==> src/rtl/plane_motion_ctrl_if.sv <==
// plane_motion_ctrl_if: bus between input conditioning, the motion controller and the plane datapath.
interface plane_motion_ctrl_if;
    logic [10:0] h_coord;
    logic [9:0]  v_coord;
    logic        button_c;
    logic        button_u;
    logic        button_d;
    logic        button_l;
    logic        button_r;
    logic [7:0]  accel_x;
    logic [7:0]  accel_y;
    logic [9:0]  obj_h;
    logic [9:0]  obj_v;
    logic        logo_active;
    logic [1:0]  regime;
    logic        frame_tick;
    logic [7:0]  accel_x_frame;
    logic [7:0]  accel_y_frame;

    modport master (
        output h_coord, v_coord, button_c, button_u, button_d, button_l, button_r, accel_x, accel_y,
        input  obj_h, obj_v, logo_active, regime, frame_tick, accel_x_frame, accel_y_frame
    );

    modport slave (
        input  h_coord, v_coord, button_c, button_u, button_d, button_l, button_r, accel_x, accel_y,
        output obj_h, obj_v, logo_active, regime, frame_tick, accel_x_frame, accel_y_frame
    );
endinterface

==> src/rtl/plane_motion_ctrl.sv <==
// plane_motion_ctrl: frame-synchronous splash/buttons/accelerometer sequencer for the game-plane object.
// Define PLANE_SPLASH_EN to include the splash state; without it reset enters BUTTONS directly.
module plane_motion_ctrl #(
    parameter int                 H_MAX             = 799,
    parameter int                 V_MAX             = 599,
    parameter int                 OBJ_W             = 61,
    parameter int                 OBJ_H             = 50,
    parameter int                 FRAMES_PER_ACTION = 2,
    parameter logic [31:0]        SPLASH_CYCLES     = 32'h0600_0000,
    parameter int                 SPEED             = 1,
    parameter logic signed [7:0]  ACCEL_DZ          = 8'sd0
) (
    input logic              pixel_clk,
    input logic              rst,
    plane_motion_ctrl_if.slave bus
);
    // State encoding doubles as the regime output code.
    typedef enum logic [1:0] {
`ifdef PLANE_SPLASH_EN
        SPLASH  = 2'b00,
`endif
        BUTTONS = 2'b11,
        ACCEL   = 2'b10
    } state_t;

    localparam state_t RST_ST =
`ifdef PLANE_SPLASH_EN
        SPLASH;
`else
        BUTTONS;
`endif

    localparam logic [9:0]        H_LAST   = 10'(H_MAX);
    localparam logic [9:0]        V_LAST   = 10'(V_MAX);
    localparam logic [10:0]       H_LIM    = 11'(H_MAX - OBJ_W);
    localparam logic [10:0]       V_LIM    = 11'(V_MAX - OBJ_H);
    localparam logic [10:0]       H_INIT   = 11'((H_MAX + 1 - OBJ_W) / 2);
    localparam logic [10:0]       V_INIT   = 11'((V_MAX + 1 - OBJ_H) / 2);
    localparam logic [10:0]       STEP     = 11'(SPEED);
    localparam logic signed [7:0] NEG_DZ   = -ACCEL_DZ;
    localparam int                ACW      = FRAMES_PER_ACTION > 1 ? $clog2(FRAMES_PER_ACTION) : 1;
    localparam logic [ACW-1:0]    ACT_LAST = ACW'(FRAMES_PER_ACTION - 1);

    state_t         r_state;
    state_t         w_state_nxt;
    logic           r_frame_tick;
    logic           r_btn_c_prev;
    logic [ACW-1:0] r_act_cnt;
    logic [10:0]    r_obj_h;
    logic [10:0]    r_obj_v;
    logic [7:0]     r_accel_x_frame;
    logic [7:0]     r_accel_y_frame;
    logic           w_action;
    logic           w_mode_ev;
    logic           w_left;
    logic           w_right;
    logic           w_up;
    logic           w_down;
    logic [10:0]    w_h_inc;
    logic [10:0]    w_v_inc;
    logic [10:0]    w_obj_h_nxt;
    logic [10:0]    w_obj_v_nxt;
    logic           w_unused_h10;

    assign w_unused_h10 = bus.h_coord[10];

    always_ff @(posedge pixel_clk or posedge rst) begin
        if (rst) begin
            r_frame_tick <= 1'b0;
            r_btn_c_prev <= 1'b0;
            r_act_cnt    <= '0;
        end else begin
            r_frame_tick <= bus.h_coord[9:0] == H_LAST && bus.v_coord == V_LAST;
            r_btn_c_prev <= bus.button_c;
            if (r_frame_tick)
                r_act_cnt <= r_act_cnt == ACT_LAST ? '0 : r_act_cnt + ACW'(1);
        end
    end

    assign w_action  = r_frame_tick && r_act_cnt == '0;
    assign w_mode_ev = bus.button_c && !r_btn_c_prev;

`ifdef PLANE_SPLASH_EN
    logic [31:0] r_splash_cnt;
    logic        w_splash_done;

    always_ff @(posedge pixel_clk or posedge rst) begin
        if (rst)
            r_splash_cnt <= '0;
        else if (r_state == SPLASH)
            r_splash_cnt <= r_splash_cnt + 32'd1;
    end

    assign w_splash_done   = r_splash_cnt == SPLASH_CYCLES - 32'd1;
    assign bus.logo_active = r_state == SPLASH;
`else
    assign bus.logo_active = 1'b0;
`endif

    always_ff @(posedge pixel_clk or posedge rst) begin
        if (rst)
            r_state <= RST_ST;
        else
            r_state <= w_state_nxt;
    end

    // Mode events arriving during the splash are dropped, not deferred.
    always_comb begin
        w_state_nxt = r_state;
        case (r_state)
`ifdef PLANE_SPLASH_EN
            SPLASH:  if (w_splash_done) w_state_nxt = BUTTONS;
`endif
            BUTTONS: if (w_mode_ev) w_state_nxt = ACCEL;
            ACCEL:   if (w_mode_ev) w_state_nxt = BUTTONS;
            default: w_state_nxt = RST_ST;
        endcase
    end

    // Left/up take priority over right/down in the position muxes below.
    always_comb begin
        w_left  = 1'b0;
        w_right = 1'b0;
        w_up    = 1'b0;
        w_down  = 1'b0;
        if (r_state == BUTTONS) begin
            w_left  = bus.button_l;
            w_right = bus.button_r;
            w_up    = bus.button_u;
            w_down  = bus.button_d;
        end else if (r_state == ACCEL) begin
            w_left  = $signed(bus.accel_y) > ACCEL_DZ;
            w_right = $signed(bus.accel_y) < NEG_DZ;
            w_up    = $signed(bus.accel_x) < NEG_DZ;
            w_down  = $signed(bus.accel_x) > ACCEL_DZ;
        end
    end

    assign w_h_inc     = r_obj_h + STEP;
    assign w_v_inc     = r_obj_v + STEP;
    assign w_obj_h_nxt = w_left  ? (r_obj_h < STEP ? '0 : r_obj_h - STEP) :
                         w_right ? (w_h_inc > H_LIM ? H_LIM : w_h_inc) : r_obj_h;
    assign w_obj_v_nxt = w_up    ? (r_obj_v < STEP ? '0 : r_obj_v - STEP) :
                         w_down  ? (w_v_inc > V_LIM ? V_LIM : w_v_inc) : r_obj_v;

    always_ff @(posedge pixel_clk or posedge rst) begin
        if (rst) begin
            r_obj_h         <= H_INIT;
            r_obj_v         <= V_INIT;
            r_accel_x_frame <= '0;
            r_accel_y_frame <= '0;
        end else if (w_action) begin
            r_obj_h         <= w_obj_h_nxt;
            r_obj_v         <= w_obj_v_nxt;
            r_accel_x_frame <= bus.accel_x;
            r_accel_y_frame <= bus.accel_y;
        end
    end

    assign bus.obj_h         = r_obj_h[9:0];
    assign bus.obj_v         = r_obj_v[9:0];
    assign bus.regime        = r_state;
    assign bus.frame_tick    = r_frame_tick;
    assign bus.accel_x_frame = r_accel_x_frame;
    assign bus.accel_y_frame = r_accel_y_frame;
endmodule

==> src/flat_wrapper.sv <==
// flat-port wrapper written by rule: the top's interface ports become plain ports
module plane_motion_ctrl_flat 
#(
    parameter int                 H_MAX             = 799,
    parameter int                 V_MAX             = 599,
    parameter int                 OBJ_W             = 61,
    parameter int                 OBJ_H             = 50,
    parameter int                 FRAMES_PER_ACTION = 2,
    parameter logic [31:0]        SPLASH_CYCLES     = 32'h0600_0000,
    parameter int                 SPEED             = 1,
    parameter logic signed [7:0]  ACCEL_DZ          = 8'sd0
)
  (pixel_clk, rst, bus_h_coord, bus_v_coord, bus_button_c, bus_button_u, bus_button_d, bus_button_l, bus_button_r, bus_accel_x, bus_accel_y, bus_obj_h, bus_obj_v, bus_logo_active, bus_regime, bus_frame_tick, bus_accel_x_frame, bus_accel_y_frame);
  plane_motion_ctrl_if bus_i ();
  input logic pixel_clk;
  input logic rst;
  input wire logic [$bits(bus_i.h_coord)-1:0] bus_h_coord;
  input wire logic [$bits(bus_i.v_coord)-1:0] bus_v_coord;
  input wire logic [$bits(bus_i.button_c)-1:0] bus_button_c;
  input wire logic [$bits(bus_i.button_u)-1:0] bus_button_u;
  input wire logic [$bits(bus_i.button_d)-1:0] bus_button_d;
  input wire logic [$bits(bus_i.button_l)-1:0] bus_button_l;
  input wire logic [$bits(bus_i.button_r)-1:0] bus_button_r;
  input wire logic [$bits(bus_i.accel_x)-1:0] bus_accel_x;
  input wire logic [$bits(bus_i.accel_y)-1:0] bus_accel_y;
  output wire logic [$bits(bus_i.obj_h)-1:0] bus_obj_h;
  output wire logic [$bits(bus_i.obj_v)-1:0] bus_obj_v;
  output wire logic [$bits(bus_i.logo_active)-1:0] bus_logo_active;
  output wire logic [$bits(bus_i.regime)-1:0] bus_regime;
  output wire logic [$bits(bus_i.frame_tick)-1:0] bus_frame_tick;
  output wire logic [$bits(bus_i.accel_x_frame)-1:0] bus_accel_x_frame;
  output wire logic [$bits(bus_i.accel_y_frame)-1:0] bus_accel_y_frame;
  assign bus_i.h_coord = bus_h_coord;
  assign bus_i.v_coord = bus_v_coord;
  assign bus_i.button_c = bus_button_c;
  assign bus_i.button_u = bus_button_u;
  assign bus_i.button_d = bus_button_d;
  assign bus_i.button_l = bus_button_l;
  assign bus_i.button_r = bus_button_r;
  assign bus_i.accel_x = bus_accel_x;
  assign bus_i.accel_y = bus_accel_y;
  assign bus_obj_h = bus_i.obj_h;
  assign bus_obj_v = bus_i.obj_v;
  assign bus_logo_active = bus_i.logo_active;
  assign bus_regime = bus_i.regime;
  assign bus_frame_tick = bus_i.frame_tick;
  assign bus_accel_x_frame = bus_i.accel_x_frame;
  assign bus_accel_y_frame = bus_i.accel_y_frame;
  plane_motion_ctrl #(.H_MAX(H_MAX), .V_MAX(V_MAX), .OBJ_W(OBJ_W), .OBJ_H(OBJ_H), .FRAMES_PER_ACTION(FRAMES_PER_ACTION), .SPLASH_CYCLES(SPLASH_CYCLES), .SPEED(SPEED), .ACCEL_DZ(ACCEL_DZ)) u_core (.pixel_clk(pixel_clk), .rst(rst), .bus(bus_i));
endmodule
==> config.mk <==
export PLATFORM = sky130hd
export DESIGN_NAME = plane_motion_ctrl_flat
export DESIGN_NICKNAME = d
export VERILOG_FILES = /design/src/rtl/plane_motion_ctrl_if.sv /design/src/rtl/plane_motion_ctrl.sv /design/src/flat_wrapper.sv
export SDC_FILE = /design/constraint.sdc
export NUM_CORES = 1
export LEC_CHECK = 0
export ABC_CLOCK_PERIOD_IN_PS = 2920
export CAP_MARGIN = 0
export CORE_MARGIN = 5
export CORE_UTILIZATION = 50
export CTS_BUF_LIST = sky130_fd_sc_hd__clkbuf_8 sky130_fd_sc_hd__clkbuf_16
export DETAILED_ROUTE_END_ITERATION = 7
export DONT_BUFFER_PORTS = 1
export PLACE_DENSITY = 0.67
export SKIP_LAST_GASP = 1
export SLEW_MARGIN = 30
export SYNTH_ARGS = -nofsm -noshare
export SYNTH_HDL_FRONTEND = slang
export SYNTH_SLANG_ARGS = --single-unit
==> constraint.sdc <==
create_clock -name pixel_clk -period 2.92 [get_ports pixel_clk]
set_input_delay 0.73 -clock pixel_clk [delete_from_list [all_inputs] [get_ports pixel_clk]]
set_output_delay 0.73 -clock pixel_clk [all_outputs]
set_load 0.005 [all_outputs]
# == Word-level counts from Yosys, hierarchy flattened ==
# Index checks and enable logic that the tools add are counted.
# totals
wordCells,57
register_bits,43
# op_classes
n_mux,20
eq_ne,6
n_addsub,5
n_reduce_logical,9
magnitude_cmp,8
bitwise_logic,1
# op_table
op,count
$mux W11,8
$add A11 B1 Y11 const B,2
$gt A11 B10 Y1 const B,2
$lt A11 B1 Y1 const B,2
$sub A11 B1 Y11 const B,2
$eq A10 B10 Y1 const B,2
$gt A8 B1 Y1 const B,2
$lt A8 B1 Y1 const B,2
$mux W1,9
$reduce_and A2 Y1,3
$eq A2 B2 Y1 const B,2
$mux W2,2
$ne A2 B1 Y1 const B,2
$pmux W2 S2,1
$reduce_bool A2 Y1,2
$logic_and A1 B1 Y1,3
$add A1 B1 Y1 const B,1
$logic_not A1 Y1,1
$not A1 Y1,1

# == Depth between registers and ports, before layout ==
# Gate-level depths: netlist of the first run.
# depth
word_depth,5
ltp_mapped,10

# == Worst setup path before layout of the first run ==
# Ideal clock, no wire load.
# synth_timing
path_kind,register to register
startpoint,register u_core.r_obj_v[0]
endpoint,register u_core.r_obj_v[3]
setup_ns,0.129
synth_period_minus_slack_ns,2.419
setup_slack_ns,0.501
n_path_buf,1
t_required_ns,2.791
path_stages_with_launch,11
arrival_ns,2.290
path_cell_list,dfstp_2 buf_2 inv_1 ha_1 inv_1 a2111oi_0 o21ai_0 a31o_2 and2_1 a221oi_1 a21oi_1
# synth_between
elab_chain_cells,5
elab_cells_between_ends,8
cone_classes,2 x add/sub; 2 x order compare; 4 x mux
# synth_rtl
item,line_no,text
from (decl),plane_motion_ctrl.sv:50,logic [10:0] r_obj_v;
from (signal assigned),plane_motion_ctrl.sv:154,r_obj_v <= w_obj_v_nxt;
$add A11 B1 Y11,plane_motion_ctrl.sv:140,assign w_v_inc = r_obj_v + STEP;
$gt A11 B10 Y1,plane_motion_ctrl.sv:144,w_down ? (w_v_inc > V_LIM ? V_LIM : w_v_inc) : r_obj_v;
$mux W11 (2 in series),plane_motion_ctrl.sv:144,
$mux W11 *,plane_motion_ctrl.sv:143,assign w_obj_v_nxt = w_up ? (r_obj_v < STEP ? '0 : r_obj_v - STEP) :
# Every way passes the cells marked *; elsewhere a longest branch is shown, timed or not. The select of a mux whose other input is x is not followed.
# A chain may end at the register's enable or synchronous reset.

# == Worst setup path after layout of the first run ==
# Ends and elaborated chain as after synthesis.

==> results of run 1 <==
-- sequential cells by signal (all words and copies together) (netlist names) --
signal                    flops
u_core.r_btn_c_prev           1
u_core.bus.regime             1
u_core.bus.accel_y_frame      8
u_core.r_obj_h               11
u_core.bus.accel_x_frame      8
u_core.r_act_cnt              1
u_core.bus.frame_tick         1
u_core.r_obj_v               11
-- final cells by class --
cell class | instances | share of cell area [%]
clock inverters | 3 | 1.27
well taps | 77 | 2.96
repair buffers | 12 | 2.77
multi-input cells | 313 | 56.8
flip-flops and latches | 42 | 32.7
inverters | 12 | 1.39
clock buffers | 5 | 2.12
-- layer usage --
layer	wire length [um]	global-route usage [%]
met5	0	0
met4	88	5.62
met3	973	7.50
met2	3440	29.3
met1	3570	26.7
-- power by group through the flow --
stage	Clock, mW	Sequential [mW]	Combinational [mW]
6_report	0.459	0.744	0.339
4_1_cts	0.469	0.744	0.337
2_1_floorplan	0	0.657	0.384
5_1_grt	0.490	0.757	0.376
3_3_place_gp	0	0.755	0.330
3_5_place_dp	0	0.756	0.336
-- path summary, 6_finish.rpt --
check	startpoint	to	slack, ps	cells past startpoint
worst max-delay path	u_core.r_obj_v[0]	u_core.r_obj_v[3]	190	8
worst min-delay path	rst	u_core.bus.accel_y_frame[0]	320	1
worst max register to register	u_core.r_obj_v[0]	u_core.r_obj_v[3]	190	8
worst min register to register	u_core.r_act_cnt	u_core.r_act_cnt	490	1
max in group asynchronous	rst	u_core.r_obj_v[4]	1980	2
min in group pixel_clk	bus_button_c	u_core.r_btn_c_prev	460	0
-- cells in the final DEF, fill, tap and decap left out, types with 3 or more instances in the layout --
master    synthesis  layout
nor2b_1           3       3
a21o_1            3       3
buf_4            24      12
a32o_1            3       3
a32oi_1           4       4
ha_1              5       5
dfstp_2          10      10
nor3_1           18      18
and3_1            5       5
nor4_1           10      10
mux2i_1           4       4
a21oi_1          21      21
nand2_1          74      74
nand4_1           6       6
dfrtp_1          32      32
nand2b_1          6       6
nand3_1          15      15
and2_1            5       5
o21ai_0          36      36
xnor2_1           6       6
or3_1             3       3
nor2_1           25      25
a31oi_1           3       3
a22oi_1           3       3
a311o_1           3       3
clkbuf_8          0       5
inv_1            12      12
-- logic make-up (layout without fill, tap and decap cells) --
kind of cell | Yosys count | count (layout) | share of synthesized area [%]
buffers and inverters | 65 | 32 | 11.0
xor gates and xnor gates | 8 | 8 | 2.14
muxes | 6 | 6 | 1.91
other | 2 | 2 | 0.230
and+or+nand+nor | 188 | 188 | 29.1
AOI/OAI and AO/OA | 104 | 104 | 21.1
DFF | 42 | 42 | 32.6
adders and majority gates | 5 | 5 | 1.91
-- worst max-delay path: cells and delay by family (launching register included) --
kind | cells | cell delay, ps
AOI/OAI and AO/OA | 4 | 950
DFF | 1 | 640
and+or+nand+nor | 3 | 630
adders and majority gates | 1 | 370
-- stage by stage --
step           instance area (um2)  instances  util (%)
5_1_grt                       3250        464      51.2
3_5_place_dp                  3140        456      49.4
4_1_cts                       3250        464      51.2
3_3_place_gp                  3140        456      49.4
2_1_floorplan                 3270        420         -
6_report                      3250        464      51.2
==> results.cfg, run 1 <==
[clocking]
post_cts_buffers = 0
cts_max_path_buffers = 2
cts_hold_buf = 0
numClockSinks = 42
h-tree-depth = 2
cts-resized-gates = 0
cts.clk_slew.worst_paths_ps = 80
cts_tree = done
clk_latency_ps = 300
numCtsBuffers = 5
root_buffer = clkbuf_8

[place]
numPortBuffers = 0
dpl_worst_slack_ps = 251
dp_hpwl_um = 6160
gp_congestion = 0.909

[sta]
max_clock_freq_ghz = 0.367
maxSlewHeadroom_pct = 57.6
skew_ps = 2.80
tns_ps = 0
whs_ps = 317
setup_violations = 0
fin_ws_ps = 192
fin_crit_sh_pct = 93.4
slew_violations = 0
hold_violations = 0
worst_slew_pin_slew_ps = 632
final.min_clock_period_ps = 2730
rsz0062_at_grt = no

[yosys]
synth-warning-count = 0
ys_seq_elements = 42
ys_types = 73
avgSynthCellArea_um2 = 7.78
yosys_most_used_dff = dfrtp_1
synth_top_cell_by_area = dfrtp_1
synthesis.instances = 420
synth_common_cells = 74 x nand2_1, 36 x o21ai_0, 32 x dfrtp_1
synthTopCellsByArea = dfrtp_1 25%, nand2_1 8.5%, dfstp_2 8.0%
yosysTopAreaCellShare_pct = 24.5
synth_edf_count = 0
syn_area_um2 = 3270
syn_nets = 469
ys_seq_area_share_pct = 32.6
synth_most_common_cell = nand2_1
synthArstFlopShare_pct = 100

[global_route]
track_usage_pct = 19.7
grt_overflow = 0
grt_max_degree = 20
antenna_found_initial = 0
grt_first_pass_wirelength_um = 13700
first_global_vias = 2929

[power_and_ir_drop]
internal_power_mw = 1.02
power_density_nw_per_um2 = 475
clockPowerShare_pct = 29.7
pwr-share-comb_pct = 22.0
switchingPower_mw = 0.519
pwr-share-seq_pct = 48.3
ir_worst_vdd_v = 0.000288
switching_share_pct = 33.6
leakage_nw = 1.24
power_mw = 1.54

[critical_path]
start_kind = register
crit_path_max_incr_delay_ps = 640
critPathArrivalTime_ps = 2890
cpMaxStageDelayCell = dfstp_2
worst_setup_path_end_kind = register
crit_fanout = 11
cp.required_ps = 3090
path_cells = ha_1 > and4_1 > nand2_1 > a32o_1 > a31o_2 > and2_1 > a221oi_1 > a21oi_1
worstSetupPathType = reg -> reg

[floorplan]
pin_count = 84
fp.dieW_um = 90.8
rows = 29
core_area_um2 = 6350
start_util_pct = 51.4
die_h_um = 90.8
die_area_um2 = 8250

[layout]
layout.nets = 435
multi_input_area_um2 = 1840
regArea_um2 = 1060
syn2layout_area_growth_pct = -0.536
fillers = 596
antenna_cells = 0
drive_above_1_share_pct = 10.3

[worst_hold_path]
hold_path.class = in -> async

[detailed_routing]
ant_nets = 0
drtIter0Drc = 225
via_per_inst = 6.34
wl_per_cell_um = 17.4
wl_um = 8080
vias = 2943
drc = 0
drt-pass1-iter-count = 5

[job]
cap_violations = 0

[outcome]
status = complete, no violations
(Power assumes the default switching activity.)
==> run 2, diff against run 1 <==
--- a/config.mk
+++ b/config.mk
@@ -5,6 +5,7 @@
 export SDC_FILE = /design/constraint.sdc
 export NUM_CORES = 1
 export LEC_CHECK = 0
+export ABC_AREA = 1
 export ABC_CLOCK_PERIOD_IN_PS = 2920
 export CAP_MARGIN = 0
 export CORE_MARGIN = 5
==> results.cfg, run 2 <==
[power_and_ir_drop]
power_density_nw_per_um2 = 388
leakage_nw = 1.50
ir_worst_vdd_v = 0.000272
power_mw = 1.22

[critical_path]
crit_fanout = 6
worst_setup_path_end_kind = register
cp.required_ps = 3140
cpMaxStageDelayCell = dfstp_2
crit_path_max_incr_delay_ps = 630
path_cells = ha_1 > nand3_2 > nor3_1 > nand4_1 > nand2_1 > nor2_2 > inv_1 > nand3_1 > nand2_1 > o21ai_0
cp_top_family = simple AND/OR/NAND/NOR gates
critPathArrivalTime_ps = 2270
start_kind = register
cp.buffers_inverters = 1
path_common_cell = nand2_1
worstSetupPathType = reg -> reg

[sta]
setup_violations = 0
hold_violations = 0
fin_crit_sh_pct = 70.4
rsz0062_at_grt = no
maxSlewHeadroom_pct = 52.6
max_clock_freq_ghz = 0.486
slew_violations = 0
tns_ps = 0
skew_ps = 12.2
worst_slew_pin_slew_ps = 711
final.min_clock_period_ps = 2060

[clocking]
numClockSinks = 42
cts.clk_slew.worst_paths_ps = 90
post_cts_buffers = 0
clk_latency_ps = 300
cts_tree = done
cts_hold_buf = 0
root_buffer = clkbuf_8
cts-resized-gates = 0
cts_max_path_buffers = 2
numCtsBuffers = 5
h-tree-depth = 2

[layout]
final_common_cell = nand2_1
drive_above_1_share_pct = 12.9
syn2layout_area_growth_pct = -0.832
layout.nets = 475
antenna_cells = 0
fillers = 643
largestRegisters = u_core.r_obj_h x11, u_core.r_obj_v x11
final_cell_mix = 100 x nand2_1, 57 x nor2_1, 52 x inv_1, 32 x dfrtp_1, 27 x a21oi_1

[yosys]
ys_types = 36
ys_seq_elements = 42
avgSynthCellArea_um2 = 7.02
synth-warning-count = 0
yosys_most_used_dff = dfrtp_1
synth_top_cell_by_area = dfrtp_1
synth_common_cells = 100 x nand2_1, 57 x nor2_1, 53 x inv_1
synth_edf_count = 0
syn_area_um2 = 3160
syn_nets = 499
yosysTopAreaCellShare_pct = 25.3
synth_most_common_cell = nand2_1
ys_seq_area_share_pct = 33.7
synthTopCellsByArea = dfrtp_1 25%, nand2_1 12%, dfstp_2 8.3%
synthesis.instances = 450
synthArstFlopShare_pct = 100

[floorplan]
core_area_um2 = 6240
rows = 29
pin_count = 84
die_h_um = 89.5
die_area_um2 = 8010
start_util_pct = 50.6
fp.dieW_um = 89.5

[job]
cap_violations = 0

[detailed_routing]
vias = 2643
via_per_inst = 5.24
wl_per_cell_um = 14.1
drtIter0Drc = 64
drc = 0
ant_nets = 0
wl_um = 7110
drt-pass1-iter-count = 4

[global_route]
antenna_found_initial = 0
grt_overflow = 0
grt_max_degree = 30
first_global_vias = 2495
track_usage_pct = 18.6
grt_first_pass_wirelength_um = 11700

[outcome]
status = complete, no violations

[place]
numPortBuffers = 0
dp_hpwl_um = 5580
gp_congestion = 0.887

[worst_hold_path]
hold_path.class = in -> async
run 2: changes by cell type in the layout (fill, tap and decap cells not counted), moves of 8 or more:
cell and change:
inv_1 +40, nor2_1 +32, nor4_1 -9, buf_4 -8, nor3_1 -10, nand3_1 +11
o21ai_0 -17, xor2_1 +18, nand2_1 +26
run 2: path summary, 6_finish.rpt:
| path | from | end | slack [ps] | cells after the start |
|---|---|---|---|---|
| max | u_core.r_obj_h[0] | u_core.r_obj_h[0] | 860 | 10 |
| min | rst | u_core.r_obj_v[6] | 330 | 1 |
| max reg2reg | u_core.r_obj_h[0] | u_core.r_obj_h[0] | 860 | 10 |
| min reg2reg | u_core.r_btn_c_prev | u_core.bus.regime[0] | 490 | 3 |
| max in group asynchronous | rst | u_core.r_obj_h[8] | 1960 | 2 |
| min in group pixel_clk | bus_button_c | u_core.r_btn_c_prev | 440 | 0 |
run 2: metal layers:
metal	global-route usage, %	vias up	routed length [um]
met2	32.6	68	3460
met3	5.25	6	456
met5	0	-	0
met1	22.6	1222	3120
met4	4.47	0	63
li1	-	1347	-
run 2: cell families (layout without fill, tap and decap cells):
| logic type | after synthesis | after routing | synth area share (%) |
|---|---|---|---|
| fa+ha+maj | 5 | 5 | 1.98 |
| flops | 42 | 42 | 33.7 |
| buf+inv | 90 | 67 | 14.4 |
| other cells | 2 | 2 | 0.238 |
| simple gates | 232 | 232 | 33.8 |
| compound gates | 57 | 57 | 9.82 |
| xor+xnor | 22 | 22 | 6.10 |
run 2: metrics by stage:
| step | util [%] | std cells | hold slack (ps) | area [um2] | setup WS, ps |
|---|---|---|---|---|---|
| finish | 50.2 | 504 | 326 | 3130 | 864 |
| global route | 50.2 | 504 | 362 | 3130 | 609 |
| CTS | 50.2 | 504 | 345 | 3130 | 856 |
| detailed placement | 48.7 | 496 | 468 | 3040 | 798 |
| global placement | 48.7 | 496 | 457 | 3040 | 813 |
| floorplan | - | 450 | 450 | 3160 | 1150 |
run 2: power by group:
| group | switching, mW | internal, mW |
|---|---|---|
| Sequential | 0.00943 | 0.595 |
| Clock | 0.234 | 0.178 |
| Combinational | 0.147 | 0.0534 |
run 2: layout make-up:
cell class,instances,area [um2],area share [%]
clock buffer,5,68.8,2.20
clock inverter,3,26.3,0.839
inverter,55,206,6.59
multi-input combinational,318,1640,52.4
sequential,42,1060,33.9
tap,77,96.3,3.08
timing repair buffer,4,30.0,0.958
run 2: worst reg2reg max path, cell delays in order, from the launching register on:
cell,delay [ps]
dfstp_2,630
ha_1,230
nand3_2,120
nor3_1,260
nand4_1,120
nand2_1,110
nor2_2,50
inv_1,110
nand3_1,180
nand2_1,90
o21ai_0,70
==> run 3, diff against run 2 <==
--- a/config.mk
+++ b/config.mk
@@ -5,15 +5,15 @@
 export SDC_FILE = /design/constraint.sdc
 export NUM_CORES = 1
 export LEC_CHECK = 0
-export ABC_AREA = 1
-export ABC_CLOCK_PERIOD_IN_PS = 2920
+export ABC_AREA = 0
+export ABC_CLOCK_PERIOD_IN_PS = 1700
 export CAP_MARGIN = 0
 export CORE_MARGIN = 5
 export CORE_UTILIZATION = 50
 export CTS_BUF_LIST = sky130_fd_sc_hd__clkbuf_8 sky130_fd_sc_hd__clkbuf_16
 export DETAILED_ROUTE_END_ITERATION = 7
 export DONT_BUFFER_PORTS = 1
-export PLACE_DENSITY = 0.67
+export PLACE_DENSITY = 0.7
 export SKIP_LAST_GASP = 1
 export SLEW_MARGIN = 30
 export SYNTH_ARGS = -nofsm -noshare
==> constraint.sdc (replaced) <==
create_clock -name pixel_clk -period 1.7 [get_ports pixel_clk]
set_input_delay 0.425 -clock pixel_clk [delete_from_list [all_inputs] [get_ports pixel_clk]]
set_output_delay 0.425 -clock pixel_clk [all_outputs]
set_load 0.005 [all_outputs]
==> results.cfg, run 3 (synthesis gave the netlist of run 1 again) <==
[sta]
skew_ps = 12.1
setup_violations = 22
hold_violations = 0
fin_ws_ps = -605
worst_slew_pin_slew_ps = 537
whs_ps = 143
fin_crit_sh_pct = 136
rsz0062_at_grt = yes
slew_violations = 0
final.min_clock_period_ps = 2310
tns_ps = -9630
maxSlewHeadroom_pct = 64.2
max_clock_freq_ghz = 0.434

[critical_path]
crit_path_max_incr_delay_ps = 570
start_kind = register
path_cells = ha_4 > a21bo_4 > or4_1 > o211ai_1 > nand3_1 > o22a_2 > buf_4 > a211oi_2 > nor2_1
cp.buffers_inverters = 1
worst_setup_path_end_kind = register
crit_fanout = 4
cp_top_family = compound AO/OA/AOI/OAI gates
cp.required_ps = 1890
worstSetupPathType = reg -> reg
critPathArrivalTime_ps = 2500
cpMaxStageDelayCell = dfstp_2

[clocking]
cts_hold_buf = 0
cts_tree = done
root_buffer = clkbuf_8
cts_max_path_buffers = 2
h-tree-depth = 2
numClockSinks = 42
numCtsBuffers = 5
cts.clk_slew.worst_paths_ps = 90
clk_latency_ps = 310

[detailed_routing]
wl_um = 10800
via_per_inst = 6.12
vias = 3606
drt-pass1-iter-count = 5
ant_nets = 0
wl_per_cell_um = 18.3
drtIter0Drc = 387
drc = 0

[layout]
final_cells = 589
drive_above_1_share_pct = 41.2
layout.nets = 560
antenna_cells = 0
final_cell_mix = 129 x buf_4, 72 x nand2_1, 31 x dfrtp_1, 25 x o21ai_0, 24 x nor2_1
final_util_pct = 70.5
largestRegisters = u_core.r_obj_h x11, u_core.r_obj_v x11
final_common_cell = buf_4
syn2layout_area_growth_pct = 37.1
fillers = 472

[floorplan]
core_area_um2 = 6350
die_area_um2 = 8250
pin_count = 84
fp.dieW_um = 90.8
rows = 29
die_h_um = 90.8
start_util_pct = 51.4

[place]
dp.cells = 561
dp_hpwl_um = 7580
numPortBuffers = 0
gp_congestion = 0.907

[global_route]
antenna_found_initial = 0
grt_overflow = 0
grt_max_degree = 43
grt_first_pass_wirelength_um = 17200
first_global_vias = 3556
track_usage_pct = 24.9

[power_and_ir_drop]
power_mw = 3.23
leakage_nw = 1.90
power_density_nw_per_um2 = 721
ir_worst_vdd_v = 0.000761

[job]
cap_violations = 0

[worst_hold_path]
hold_path.class = in -> reg

[outcome]
failed_checks = negative setup slack
status = finished, violations left
## run 3: final timing paths
check	cells past startpoint	slack [ps]	from	end
worst max-delay path	9	-610	u_core.r_obj_h[0]	u_core.r_obj_h[7]
worst min-delay path	0	140	bus_button_c	u_core.r_btn_c_prev
worst max register to register	9	-610	u_core.r_obj_h[0]	u_core.r_obj_h[7]
worst min register to register	2	510	u_core.r_btn_c_prev	u_core.bus.regime[0]
max in group asynchronous	2	1150	rst	u_core.r_obj_h[1]
min in group asynchronous	2	150	rst	u_core.bus.accel_x_frame[6]
## run 3: repair_timing
| action | 4_1_cts | 5_1_grt |
|---|---|---|
| setup endpoints to repair | 22 | 22 |
| resized for setup | 23 | 26 |
| pin swaps | 21 | 13 |
| buffers inserted | 13 | 9 |
## run 3: report_power, final
part / total [mW] / switching, mW / internal (mW)
clock: 0.824 / 0.390 / 0.433
sequential: 1.18 / 0.0946 / 1.08
combinational: 1.23 / 0.630 / 0.595
## run 3: cell type report
cell class                      instances  area (um2)  area share [%]
Multi-Input combinational cell        313        2100            47.0
Inverter                               12        45.0            1.01
Clock inverter                          3        41.3           0.922
Timing Repair Buffer                  137        1060            23.6
Tap cell                               77        96.3            2.15
Clock buffer                            5        68.8            1.54
Sequential cell                        42        1060            23.8
## run 3: layer usage
layer / wire, um / vias up / GRT usage [%]
li1: - / 1659 / -
met1: 4600 / 1723 / 34.4
met2: 4980 / 207 / 37.5
met3: 1090 / 17 / 8.50
met4: 124 / 0 / 6.11
met5: 0 / - / 0
## run 3: stage by stage
step / worst slack [ps] / instance area, um2
after CTS: -553 / 4310
after floorplan: -525 / 3390
after global placement: -512 / 4030
after global routing: -672 / 4480
after detailed placement: -577 / 4030
final: -605 / 4480
